`src/rtl/tx_pulse_shaper_pkg.sv`:
```
// Shared constants for the TX pulse shaper: PRBS9 geometry, symbol map, default RRC taps.
// Latency: n/a (declarations only).
// Backpressure: n/a.
package tx_pulse_shaper_pkg;

  // PRBS9 x^9 + x^5 + 1, Fibonacci form: output is the MSB, feedback from bits 8 and 4.
  localparam int PRBS9_LEN   = 9;
  localparam int PRBS9_TAP_A = 8;
  localparam int PRBS9_TAP_B = 4;

  typedef logic [PRBS9_LEN-1:0] prbs9_t;

  // Symbol map: a 0 bit is +1, a 1 bit is -1, matching the RX slicer sign.
  localparam logic SYM_BIT_NEG = 1'b1;

  // Default geometry.
  localparam int DEF_OS       = 4;
  localparam int DEF_NBAUD    = 6;
  localparam int DEF_NBT_COEF = 8;
  localparam int DEF_NBF_COEF = 7;
  localparam int DEF_NBT_OUT  = 8;
  localparam int DEF_NBF_OUT  = 7;

  // Root-raised-cosine, rolloff 0.5, 4 samples/symbol, 6-symbol span, Q1.7.
  // Tap n sits at bits [(n+1)*8-1 -: 8]; the leftmost byte is tap 23, the rightmost tap 0.
  // Main lobe peaks at tap 12 (0x60); the taps are the RRC sampled at t = (n-12)/4 symbols.
  localparam logic [DEF_OS*DEF_NBAUD*DEF_NBT_COEF-1:0] DEF_RRC_COEFS =
    192'hFFFF_0104_01FA_F3F7_0D31_5260_5231_0DF7_F3FA_0104_01FF_FF00;

  // One PRBS9 step: shift left, feed back r[8]^r[4] into the LSB.
  function automatic prbs9_t prbs9_next(input prbs9_t r);
    prbs9_next = {r[PRBS9_LEN-2:0], r[PRBS9_TAP_A] ^ r[PRBS9_TAP_B]};
  endfunction

endpackage

```
`src/rtl/tx_pulse_shaper_if.sv`:
```
// Sample-stream bundle between the pulse shaper and its consumer (channel model / BER checker).
// Latency: n/a (wires only).
// Backpressure: none; the only control is the enable driven by the consumer side.
interface tx_pulse_shaper_if #(
  parameter int OS      = 4,
  parameter int NBT_OUT = 8
);

  localparam int NB_PH = (OS > 1) ? $clog2(OS) : 1;

  logic                      i_en_tx;
  logic signed [NBT_OUT-1:0] o_os_data_I;
  logic signed [NBT_OUT-1:0] o_os_data_Q;
  logic                      o_bit_I;
  logic                      o_bit_Q;
  logic                      o_sym_strobe;
  logic [NB_PH-1:0]          o_phase;

  // The shaper is the source of the sample stream.
  modport master (
    input  i_en_tx,
    output o_os_data_I, o_os_data_Q, o_bit_I, o_bit_Q, o_sym_strobe, o_phase
  );

  // The consumer gates the shaper and receives its samples.
  modport slave (
    output i_en_tx,
    input  o_os_data_I, o_os_data_Q, o_bit_I, o_bit_Q, o_sym_strobe, o_phase
  );

endinterface

```
`src/rtl/tx_pulse_shaper_prbs9_gen.sv`:
```
// PRBS9 bit source (x^9+x^5+1), advances one step per enabled cycle, output is register MSB.
// Latency: o_bit is combinational from the state register; new bit visible the cycle after i_en.
// Backpressure: i_en low holds the state; nothing is lost or repeated.
module tx_pulse_shaper_prbs9_gen
  import tx_pulse_shaper_pkg::*;
#(
  parameter prbs9_t SEED = 9'h1AA
) (
  input  logic clk,
  input  logic i_reset,
  input  logic i_en,
  output logic o_bit
);

  // An all-zero seed locks the LFSR at zero forever.
  if (SEED == '0) begin : g_seed_check
    $error("tx_pulse_shaper_prbs9_gen: SEED must be nonzero");
  end

  prbs9_t r;

  // LFSR state: reload the seed on reset, otherwise step when enabled.
  always_ff @(posedge clk) begin
    if (!i_reset) begin
      r <= SEED;
    end else if (i_en) begin
      r <= prbs9_next(r);
    end
  end

  assign o_bit = r[PRBS9_LEN-1];

endmodule

```
`src/rtl/tx_pulse_shaper.sv`:
```
// PRBS9 I/Q symbols shaped by a polyphase FIR, OS samples per symbol, NBAUD-symbol span.
// Latency: 1 clk from the phase register/symbol slots to o_os_data_*.
// Backpressure: i_en_tx low freezes every register; the stream resumes without skip or repeat.
module tx_pulse_shaper
  import tx_pulse_shaper_pkg::*;
#(
  parameter int     OS       = DEF_OS,
  parameter int     NBAUD    = DEF_NBAUD,
  parameter int     NBT_COEF = DEF_NBT_COEF,
  parameter int     NBF_COEF = DEF_NBF_COEF,
  parameter logic [OS*NBAUD*NBT_COEF-1:0] COEFS = DEF_RRC_COEFS,
  parameter int     NBT_OUT  = DEF_NBT_OUT,
  parameter int     NBF_OUT  = DEF_NBF_OUT,
  parameter prbs9_t SEED_I   = 9'h1AA,
  parameter prbs9_t SEED_Q   = 9'h1FE
) (
  input  logic               clk,
  input  logic               i_reset,
  tx_pulse_shaper_if.master  bus
);

  localparam int NB_PH  = (OS > 1) ? $clog2(OS) : 1;
  localparam int NB_ACC = NBT_COEF + $clog2(NBAUD) + 1;
  localparam int SHIFT  = NBF_COEF - NBF_OUT;

  localparam logic [NB_PH-1:0]         PH_LAST = NB_PH'(OS - 1);
  localparam logic [NB_PH-1:0]         PH_ZERO = '0;
  localparam logic signed [NB_ACC-1:0] OUT_MAX = NB_ACC'((2 ** (NBT_OUT - 1)) - 1);
  localparam logic signed [NB_ACC-1:0] OUT_MIN = ~OUT_MAX;

  if (OS < 2) begin : g_os_check
    $error("tx_pulse_shaper: OS must be at least 2");
  end
  if (NBF_OUT > NBF_COEF) begin : g_frac_check
    $error("tx_pulse_shaper: NBF_OUT must not exceed NBF_COEF");
  end

  logic [NB_PH-1:0]          ph;
  logic                      sym_adv;
  logic                      prbs_bit_i;
  logic                      prbs_bit_q;
  logic [NBAUD-1:0]          sym_i;
  logic [NBAUD-1:0]          sym_q;
  logic signed [NB_ACC-1:0]  acc_i;
  logic signed [NB_ACC-1:0]  acc_q;
  logic signed [NBT_OUT-1:0] smp_i;
  logic signed [NBT_OUT-1:0] smp_q;

  // Symbol boundary: last phase of an enabled symbol period.
  assign sym_adv = bus.i_en_tx && (ph == PH_LAST);

  // Polyphase branch for phase p: symbol slot k meets tap k*OS+p.
  // Each symbol is +/-1, so the product collapses into an add or a subtract.
  // Coefficients are sign-extended before negation so the most-negative tap negates cleanly.
  function automatic logic signed [NB_ACC-1:0] tap_sum(
    input logic [NBAUD-1:0] syms,
    input logic [NB_PH-1:0] p
  );
    logic signed [NBT_COEF-1:0] cn;
    logic signed [NB_ACC-1:0]   c;
    logic signed [NB_ACC-1:0]   acc;
    acc = '0;
    for (int k = 0; k < NBAUD; k++) begin
      cn  = COEFS[(k * OS + int'(p)) * NBT_COEF +: NBT_COEF];
      c   = {{(NB_ACC - NBT_COEF){cn[NBT_COEF-1]}}, cn};
      acc = (syms[k] == SYM_BIT_NEG) ? (acc - c) : (acc + c);
    end
    tap_sum = acc;
  endfunction

  // Drop the extra fraction bits (arithmetic shift = floor) and clamp to the output range.
  function automatic logic signed [NBT_OUT-1:0] sat_out(input logic signed [NB_ACC-1:0] acc);
    logic signed [NB_ACC-1:0] sh;
    sh = acc >>> SHIFT;
    if (sh > OUT_MAX) begin
      sat_out = OUT_MAX[NBT_OUT-1:0];
    end else if (sh < OUT_MIN) begin
      sat_out = OUT_MIN[NBT_OUT-1:0];
    end else begin
      sat_out = sh[NBT_OUT-1:0];
    end
  endfunction

  // Independent bit sources for the two rails, stepped once per symbol.
  tx_pulse_shaper_prbs9_gen #(.SEED(SEED_I)) u_prbs_i (
    .clk     (clk),
    .i_reset (i_reset),
    .i_en    (sym_adv),
    .o_bit   (prbs_bit_i)
  );

  tx_pulse_shaper_prbs9_gen #(.SEED(SEED_Q)) u_prbs_q (
    .clk     (clk),
    .i_reset (i_reset),
    .i_en    (sym_adv),
    .o_bit   (prbs_bit_q)
  );

  // Phase counter: wraps OS-1 -> 0 on each enabled cycle.
  always_ff @(posedge clk) begin
    if (!i_reset) begin
      ph <= PH_ZERO;
    end else if (bus.i_en_tx) begin
      ph <= (ph == PH_LAST) ? PH_ZERO : ph + NB_PH'(1);
    end
  end

  // Symbol delay lines: reset to all +1, newest PRBS bit enters slot 0 at the symbol boundary,
  // so a new symbol is first used by the following phase-0 sample.
  always_ff @(posedge clk) begin
    if (!i_reset) begin
      sym_i <= '0;
      sym_q <= '0;
    end else if (sym_adv) begin
      sym_i <= {sym_i[NBAUD-2:0], prbs_bit_i};
      sym_q <= {sym_q[NBAUD-2:0], prbs_bit_q};
    end
  end

  // Two add/sub trees for the current phase, then scaling and clamping.
  always_comb begin
    acc_i = tap_sum(sym_i, ph);
    acc_q = tap_sum(sym_q, ph);
    smp_i = sat_out(acc_i);
    smp_q = sat_out(acc_q);
  end

  // Output registers: sample, its phase, strobe and the newest slot bit all describe the same sample.
  always_ff @(posedge clk) begin
    if (!i_reset) begin
      bus.o_os_data_I  <= '0;
      bus.o_os_data_Q  <= '0;
      bus.o_bit_I      <= 1'b0;
      bus.o_bit_Q      <= 1'b0;
      bus.o_sym_strobe <= 1'b0;
      bus.o_phase      <= '0;
    end else if (bus.i_en_tx) begin
      bus.o_os_data_I  <= smp_i;
      bus.o_os_data_Q  <= smp_q;
      bus.o_bit_I      <= sym_i[0];
      bus.o_bit_Q      <= sym_q[0];
      bus.o_sym_strobe <= (ph == PH_ZERO);
      bus.o_phase      <= ph;
    end
  end

endmodule

```
`src/flat_wrapper.sv`:
```
// flat-port wrapper written by rule: the top's interface ports become plain ports
module tx_pulse_shaper_flat import tx_pulse_shaper_pkg::*;
#(
  parameter int     OS       = DEF_OS,
  parameter int     NBAUD    = DEF_NBAUD,
  parameter int     NBT_COEF = DEF_NBT_COEF,
  parameter int     NBF_COEF = DEF_NBF_COEF,
  parameter logic [OS*NBAUD*NBT_COEF-1:0] COEFS = DEF_RRC_COEFS,
  parameter int     NBT_OUT  = DEF_NBT_OUT,
  parameter int     NBF_OUT  = DEF_NBF_OUT,
  parameter prbs9_t SEED_I   = 9'h1AA,
  parameter prbs9_t SEED_Q   = 9'h1FE
)
  (clk, i_reset, bus_i_en_tx, bus_o_os_data_I, bus_o_os_data_Q, bus_o_bit_I, bus_o_bit_Q, bus_o_sym_strobe, bus_o_phase);
  tx_pulse_shaper_if #(.OS(OS), .NBT_OUT(NBT_OUT)) bus_i ();
  input  logic clk;
  input  logic i_reset;
  input wire logic [$bits(bus_i.i_en_tx)-1:0] bus_i_en_tx;
  output wire logic [$bits(bus_i.o_os_data_I)-1:0] bus_o_os_data_I;
  output wire logic [$bits(bus_i.o_os_data_Q)-1:0] bus_o_os_data_Q;
  output wire logic [$bits(bus_i.o_bit_I)-1:0] bus_o_bit_I;
  output wire logic [$bits(bus_i.o_bit_Q)-1:0] bus_o_bit_Q;
  output wire logic [$bits(bus_i.o_sym_strobe)-1:0] bus_o_sym_strobe;
  output wire logic [$bits(bus_i.o_phase)-1:0] bus_o_phase;
  assign bus_i.i_en_tx = bus_i_en_tx;
  assign bus_o_os_data_I = bus_i.o_os_data_I;
  assign bus_o_os_data_Q = bus_i.o_os_data_Q;
  assign bus_o_bit_I = bus_i.o_bit_I;
  assign bus_o_bit_Q = bus_i.o_bit_Q;
  assign bus_o_sym_strobe = bus_i.o_sym_strobe;
  assign bus_o_phase = bus_i.o_phase;
  tx_pulse_shaper #(.OS(OS), .NBAUD(NBAUD), .NBT_COEF(NBT_COEF), .NBF_COEF(NBF_COEF), .COEFS(COEFS), .NBT_OUT(NBT_OUT), .NBF_OUT(NBF_OUT), .SEED_I(SEED_I), .SEED_Q(SEED_Q)) u_core (.clk(clk), .i_reset(i_reset), .bus(bus_i));
endmodule
```
`config.mk`:
```
export PLATFORM = sky130hd
export DESIGN_NAME = tx_pulse_shaper_flat
export DESIGN_NICKNAME = d
export VERILOG_FILES = /design/src/rtl/tx_pulse_shaper_pkg.sv /design/src/rtl/tx_pulse_shaper_if.sv /design/src/rtl/tx_pulse_shaper_prbs9_gen.sv /design/src/rtl/tx_pulse_shaper.sv /design/src/flat_wrapper.sv
export SDC_FILE = /design/constraint.sdc
export NUM_CORES = 1
export LEC_CHECK = 0
export CAP_MARGIN = 20
export CORE_ASPECT_RATIO = 1.4
export CORE_UTILIZATION = 55
export CTS_BUF_LIST = sky130_fd_sc_hd__clkbuf_2 sky130_fd_sc_hd__clkbuf_4 sky130_fd_sc_hd__clkbuf_8
export DETAILED_ROUTE_END_ITERATION = 8
export PLACE_DENSITY = 0.76
export SYNTH_ARGS = -nofsm -noshare
export SYNTH_HDL_FRONTEND = slang
export SYNTH_SLANG_ARGS = --single-unit
```
`constraint.sdc`:
```
create_clock -name clk -period 11.65 [get_ports clk]
set_clock_uncertainty 0.05 [all_clocks]
set_input_delay 1.165 -clock clk [delete_from_list [all_inputs] [get_ports clk]]
set_output_delay 1.165 -clock clk [all_outputs]
set_load 0.05 [all_outputs]
```
==> flow_summary.ini <==
[sta]
period_minus_slack_ps = 8303
max_freq_mhz = 120.4
hold_viol_final = 0
maxSlewHeadroom_pct = 33.62
setup_viol = 0
layout_worst_path_cycle_share_pct = 71.27
fin_tns_setup_ps = 0
slew_viol_final = 0
rsz0062_at_grt = no
tightest_slew_ps = 993.3

[logic_synthesis]
yosysMostFrequentCell = nand2_1
synth_area_um2 = 7702
synth-edff-count = 0
yosys.cell_types.count = 70
yosys_warnings = 0
synth-seq-cells = 53
synth_top_area_share_pct = 17.06
synthTopCellsByCount = 121 x nand2_1, 105 x ha_1, 84 x o21ai_0, 76 x nor2_1, 75 x a21oi_1
synth.area.top_cells = ha_1 17%, dfxtp_1 14%, xnor2_1 7.8%
syn_nets = 1147
ys_seq_area_share_pct = 13.78
syn_inst = 1029
ys_async_sr_fraction_pct = 0
postSynthAreaPerCell_um2 = 7.485
yosysTopAreaCell = ha_1
ys.flop_type = dfxtp_1

[clock_network]
cts_root_buf = clkbuf_8
path_clk_slew_ps = 120
cts_tree = done
cts_max_path_buffers = 2
cts_num_sinks = 53
cts_buffers = 5
clk_latency_ps = 330
ctsHtreeMaxLevel = 2
cts_hold_buf = 0
post_cts_resized = 0
cts_setup_buffers = 0

[critical_path]
cpPeakStageDelay_ps = 620
worst_ep_required_time_ps = 11880
arrival_ps = 8530
reg2reg_setup_slack_ps = 3350
slowest_stage = fa_1
worst-path-max-fanout = 17
end_kind = flip-flop
startpoint_type = flip-flop
critical_path_class = flip-flop to flip-flop

[cells_and_area]
finalInstanceArea_um2 = 8132
area_growth_pct = 5.572
multi_input_area_um2 = 6241
final_cells = 1207
regArea_um2 = 1061
drive_above_1_share_pct = 3.902
final_nets = 1142
n_antenna_cell = 0
n_fill_cell = 1269

[global_route]
grt_max_degree = 56
grt_pass1_vias = 6493
grt.overflow.total = 0
grt_usage_pct = 24.79
grt_first_pass_wirelength_um = 29310
antenna_found_initial = 0

[detailed_routing]
avgViaCountPerCell = 5.708
drtIter0Drc = 278
wirelength_um = 17280
ant_nets = 0
routedWlPerCell_um = 14.32
dr.pass1.iters = 4
drc = 0
via_count = 6890

[floorplanning]
initial_utilization_pct = 57.00
core_area_um2 = 13510
row_count = 50
die-area_um2 = 14490
ios = 24
die_x_um = 102.0
die_y_um = 142.0

[placed_design]
gp_congestion = 0.8296
dp_cells = 1198
placed_area_um2 = 8026
io_buffers = 23
hpwl_um = 13470

[outcome]
status = complete, no violations

[job]
max_cap_viol_count = 0

[hold_path]
worst_hold_path_type = flip-flop to flip-flop
==> layer usage <==
metal	wire length, um	global-route usage (%)	vias to the layer above
li1	-	-	3593
met4	371	7.218	0
met2	8980	46.63	101
met3	375	1.179	24
met5	0	0	-
met1	7553	29.75	3172
==> logic make-up after synthesis <==
logic type / after synthesis / share of synthesized area [%]
muxes: 35 / 4.873
buffers and inverters: 101 / 5.231
AOI/OAI and AO/OA: 292 / 24.22
adders and majority gates: 115 / 19.66
DFF: 53 / 13.78
and+or+nand+nor: 328 / 19.67
xor gates and xnor gates: 105 / 12.57
==> registers in the layout, summed over array words and instances, names as in the netlist <==
| name | cells |
|---|---|
| u_core.bus.o_sym_strobe | 1 |
| u_core.u_prbs_i.r | 9 |
| u_core.sym_i | 6 |
| u_core.ph | 2 |
| u_core.bus.o_bit_I | 1 |
| u_core.bus.o_bit_Q | 1 |
| u_core.bus.o_os_data_I | 8 |
| u_core.bus.o_os_data_Q | 8 |
| u_core.sym_q | 6 |
| u_core.u_prbs_q.r | 9 |
| u_core.bus.o_phase | 2 |
==> layout by cell type (no fill, tap or decap), drive strengths merged, types with 14 or more instances in the layout <==
cell,count
a21oi,77
xor2,33
nand2,121
nor2b,30
o21ai,90
inv,61
nor2,76
xnor2,70
a21o,19
clkdlybuf4s50,23
nor3,14
nand3,39
dfxtp,53
a21boi,29
mux2i,31
o21a,25
ha,105
==> through the flow <==
stage / setup slack (ps) / util, % / hold slack (ps)
6_report: 3347 / 60.18 / 417.0
3_5_place_dp: 3494 / 59.40 / 406.0
4_1_cts: 3415 / 60.12 / 423.9
5_1_grt: 2712 / 60.18 / 442.7
2_1_floorplan: 4335 / - / 390.4
3_3_place_gp: 3572 / 59.40 / 396.3
==> final timing paths <==
kind / end / cells after the start / startpoint
max: u_core.bus.o_os_data_I[0] / 31 / u_core.ph[0]
min: u_core.u_prbs_q.r[8] / 2 / u_core.u_prbs_q.r[7]
max reg2reg: u_core.bus.o_os_data_I[0] / 31 / u_core.ph[0]
min reg2reg: u_core.u_prbs_q.r[8] / 2 / u_core.u_prbs_q.r[7]
==> area by class of cell <==
cell class | count | share of cell area [%]
clock buffers | 5 | 0.8463
repair buffers | 30 | 3.477
well taps | 182 | 2.800
multi-input cells | 875 | 76.75
inverters | 59 | 2.723
clock inverters | 3 | 0.3539
flip-flops and latches | 53 | 13.05
==> critical path, delay by kind of cell (launching register included) <==
family	cells	cell delay (ps)
mux	1	400
compound gates	13	2420
simple gates	3	600
flops	1	570
xor+xnor	4	890
buf+inv	4	570
fa+ha+maj	6	2750
Power is not shown: default switching activity piles up to over one toggle a cycle in this logic, so the estimate is an artifact.
==> RTL edit (same settings) <==
Set the package constant `DEF_NBAUD` to 12 (it was 6).
--- a/src/rtl/tx_pulse_shaper_pkg.sv
+++ b/src/rtl/tx_pulse_shaper_pkg.sv
@@ -15,7 +15,7 @@
 
   // Default geometry.
   localparam int DEF_OS       = 4;
-  localparam int DEF_NBAUD    = 6;
+  localparam int DEF_NBAUD    = 12;
   localparam int DEF_NBT_COEF = 8;
   localparam int DEF_NBF_COEF = 7;
   localparam int DEF_NBT_OUT  = 8;
Check against the original RTL: not settled (the Yosys comparison gave no result); the edit may change what the design does.
==> RTL edit against the unedited design <==
Non-clock buffer count down 4. Core utilization is 1.0 points lower. Routed wire length fell by 2.3%. Final area grew 0.75%. Via count shrank 0.36%. Global-route usage fell by 0.98 points. Worst setup slack got worse by 0.098 ns. Synthesized area grew 1.3%. Sequential cell count unchanged. First-iteration DRC count grew 17%. Synthesized cell count up 0.78%. Sequential share of layout area shrank 0.098 points.
Power is not shown: default switching activity piles up to over one toggle a cycle in this logic, so the estimate is an artifact.
==> RTL edit: results (changes against the unedited design) <==
status:
  outcome: "completed"
drt:
  drt-initial-drc-count: 326  # +17%
  wl_per_cell_microns: 14.0  # -2.5%
  drt-total-wl_microns: 16900  # -2.3%
  first_pass_iters: 5  # +1
  via_per_inst: 5.68  # -0.53%
worst_setup_path:
  r2r_cells: 32  # +3.2%
  critPathSlowestCell: "a2111oi_0"
  crit_path_max_fanout: 23  # +6
  critPathTopFamily: "compound AO/OA/AOI/OAI gates"
  max_stage_delay_ns: 0.82  # +0.20 ns
  critPathArrivalTime_ns: 8.55  # +0.02 ns
  worstReg2RegStart: "u_core.ph[1]"
  r2r_end: "u_core.bus.o_os_data_Q[2]"
yosys:
  synth_nets: 1163  # +1.4%
  yosys_warnings: 0  # unchanged
  ys_top_cells_by_area: "ha_1, dfxtp_1, xnor2_1"
  async_flop_share_pct: 0  # unchanged
  synth_common_cells: "nand2_1, ha_1, a21oi_1"
  ys_types: 67  # -4.3%
  avgSynthCellArea_sq_um: 7.52  # +0.50%
  ys_seq_area_share_pct: 13.6  # -0.17 points
  synthFlopType: "dfxtp_1"
sta:
  fmax_mhz: 119  # -1.2%
  setup_ws_ns: 3.25  # -0.0982 ns
  whs_ns: 0.419  # +0.00233 ns
  worst_pin_slew_ns: 1.07  # +0.0812 ns
cells_and_area:
  drive_above_1_share_pct: 4.10  # +0.20 points
  layout.nets: 1149  # +0.61%
clock_tree:
  cts_max_path_buffers: 2  # unchanged
  clkLatencyLatePin_ns: 0.30  # -0.03 ns
  cts_setup_buffers: 0  # unchanged
  cts_root_buf: "clkbuf_8"
  clkTransAtPathRegs_ns: 0.10  # -0.02 ns
min_path:
  hold_start: "u_core.u_prbs_i.r[5]"
  holdPathEnd: "u_core.u_prbs_i.r[6]"
  worst_hold_path_type: "register to register"
grt:
  grt_pass1_wl_microns: 28700  # -2.2%
  first_global_vias: 6538  # +0.69%
  antenna_found_initial: 0  # unchanged
  grt_max_degree: 57  # +1.8%
  grt_usage_pct: 23.8  # -0.98 points
placed_design:
  place_ws_ns: 3.38  # -0.117 ns
  place_hpwl_microns: 13500  # +0.34%
  placed_cell_area_sq_um: 8100  # +0.94%
  place_congestion: 0.868  # +4.6%
RTL edit: cell type report:
type / instances / area [sq um]
sequential: 53 / 1060
multi-input combinational: 878 / 6330
clock inverter: 2 / 15.0
timing repair buffer: 26 / 253
clock buffer: 6 / 76.3
tap: 185 / 231
fill: 1331 / 5650
inverter: 59 / 221
RTL edit: worst max path at each step:
stage | start | to | cells after the start
2_1_floorplan | u_core.ph[1] | u_core.bus.o_os_data_I[6] | 37
4_1_cts | u_core.ph[1] | u_core.bus.o_os_data_Q[4] | 32
5_1_grt | u_core.ph[1] | u_core.bus.o_os_data_Q[0] | 33
3_3_place_gp | u_core.ph[1] | u_core.bus.o_os_data_Q[3] | 30
6_report | u_core.ph[1] | u_core.bus.o_os_data_Q[2] | 32
3_5_place_dp | u_core.ph[1] | u_core.bus.o_os_data_Q[4] | 32
RTL edit: cells by family (layout without fill, tap and decap cells):
family                   Yosys count  in the layout  synth area share [%]
AO/OA/AOI/OAI                    308            308                  25.6
XOR/XNOR                         111            111                  12.8
adder cells (fa/ha/maj)          123            123                  20.6
buffers and inverters            106             93                  5.20
flip-flops                        53             53                  13.6
multiplexers                      31             31                  4.04
other                              2              2                0.0963
AND/OR/NAND/NOR                  303            303                  18.1
RTL edit: layer usage:
metal | wire length [microns] | vias up | GRT usage, %
met5 | 0 | - | 0
met1 | 7530 | 3158 | 28.0
met3 | 316 | 24 | 2.10
li1 | - | 3608 | -
met4 | 363 | 0 | 5.79
met2 | 8670 | 75 | 45.2
RTL edit: worst register-to-register path: cells and delay by family (launching register included):
kind	cells	cell delay [ns]
compound gates	13	3.01
xor+xnor	2	0.32
fa+ha+maj	6	2.39
buf+inv	5	0.71
flops	1	0.66
mux	1	0.38
simple gates	5	0.78
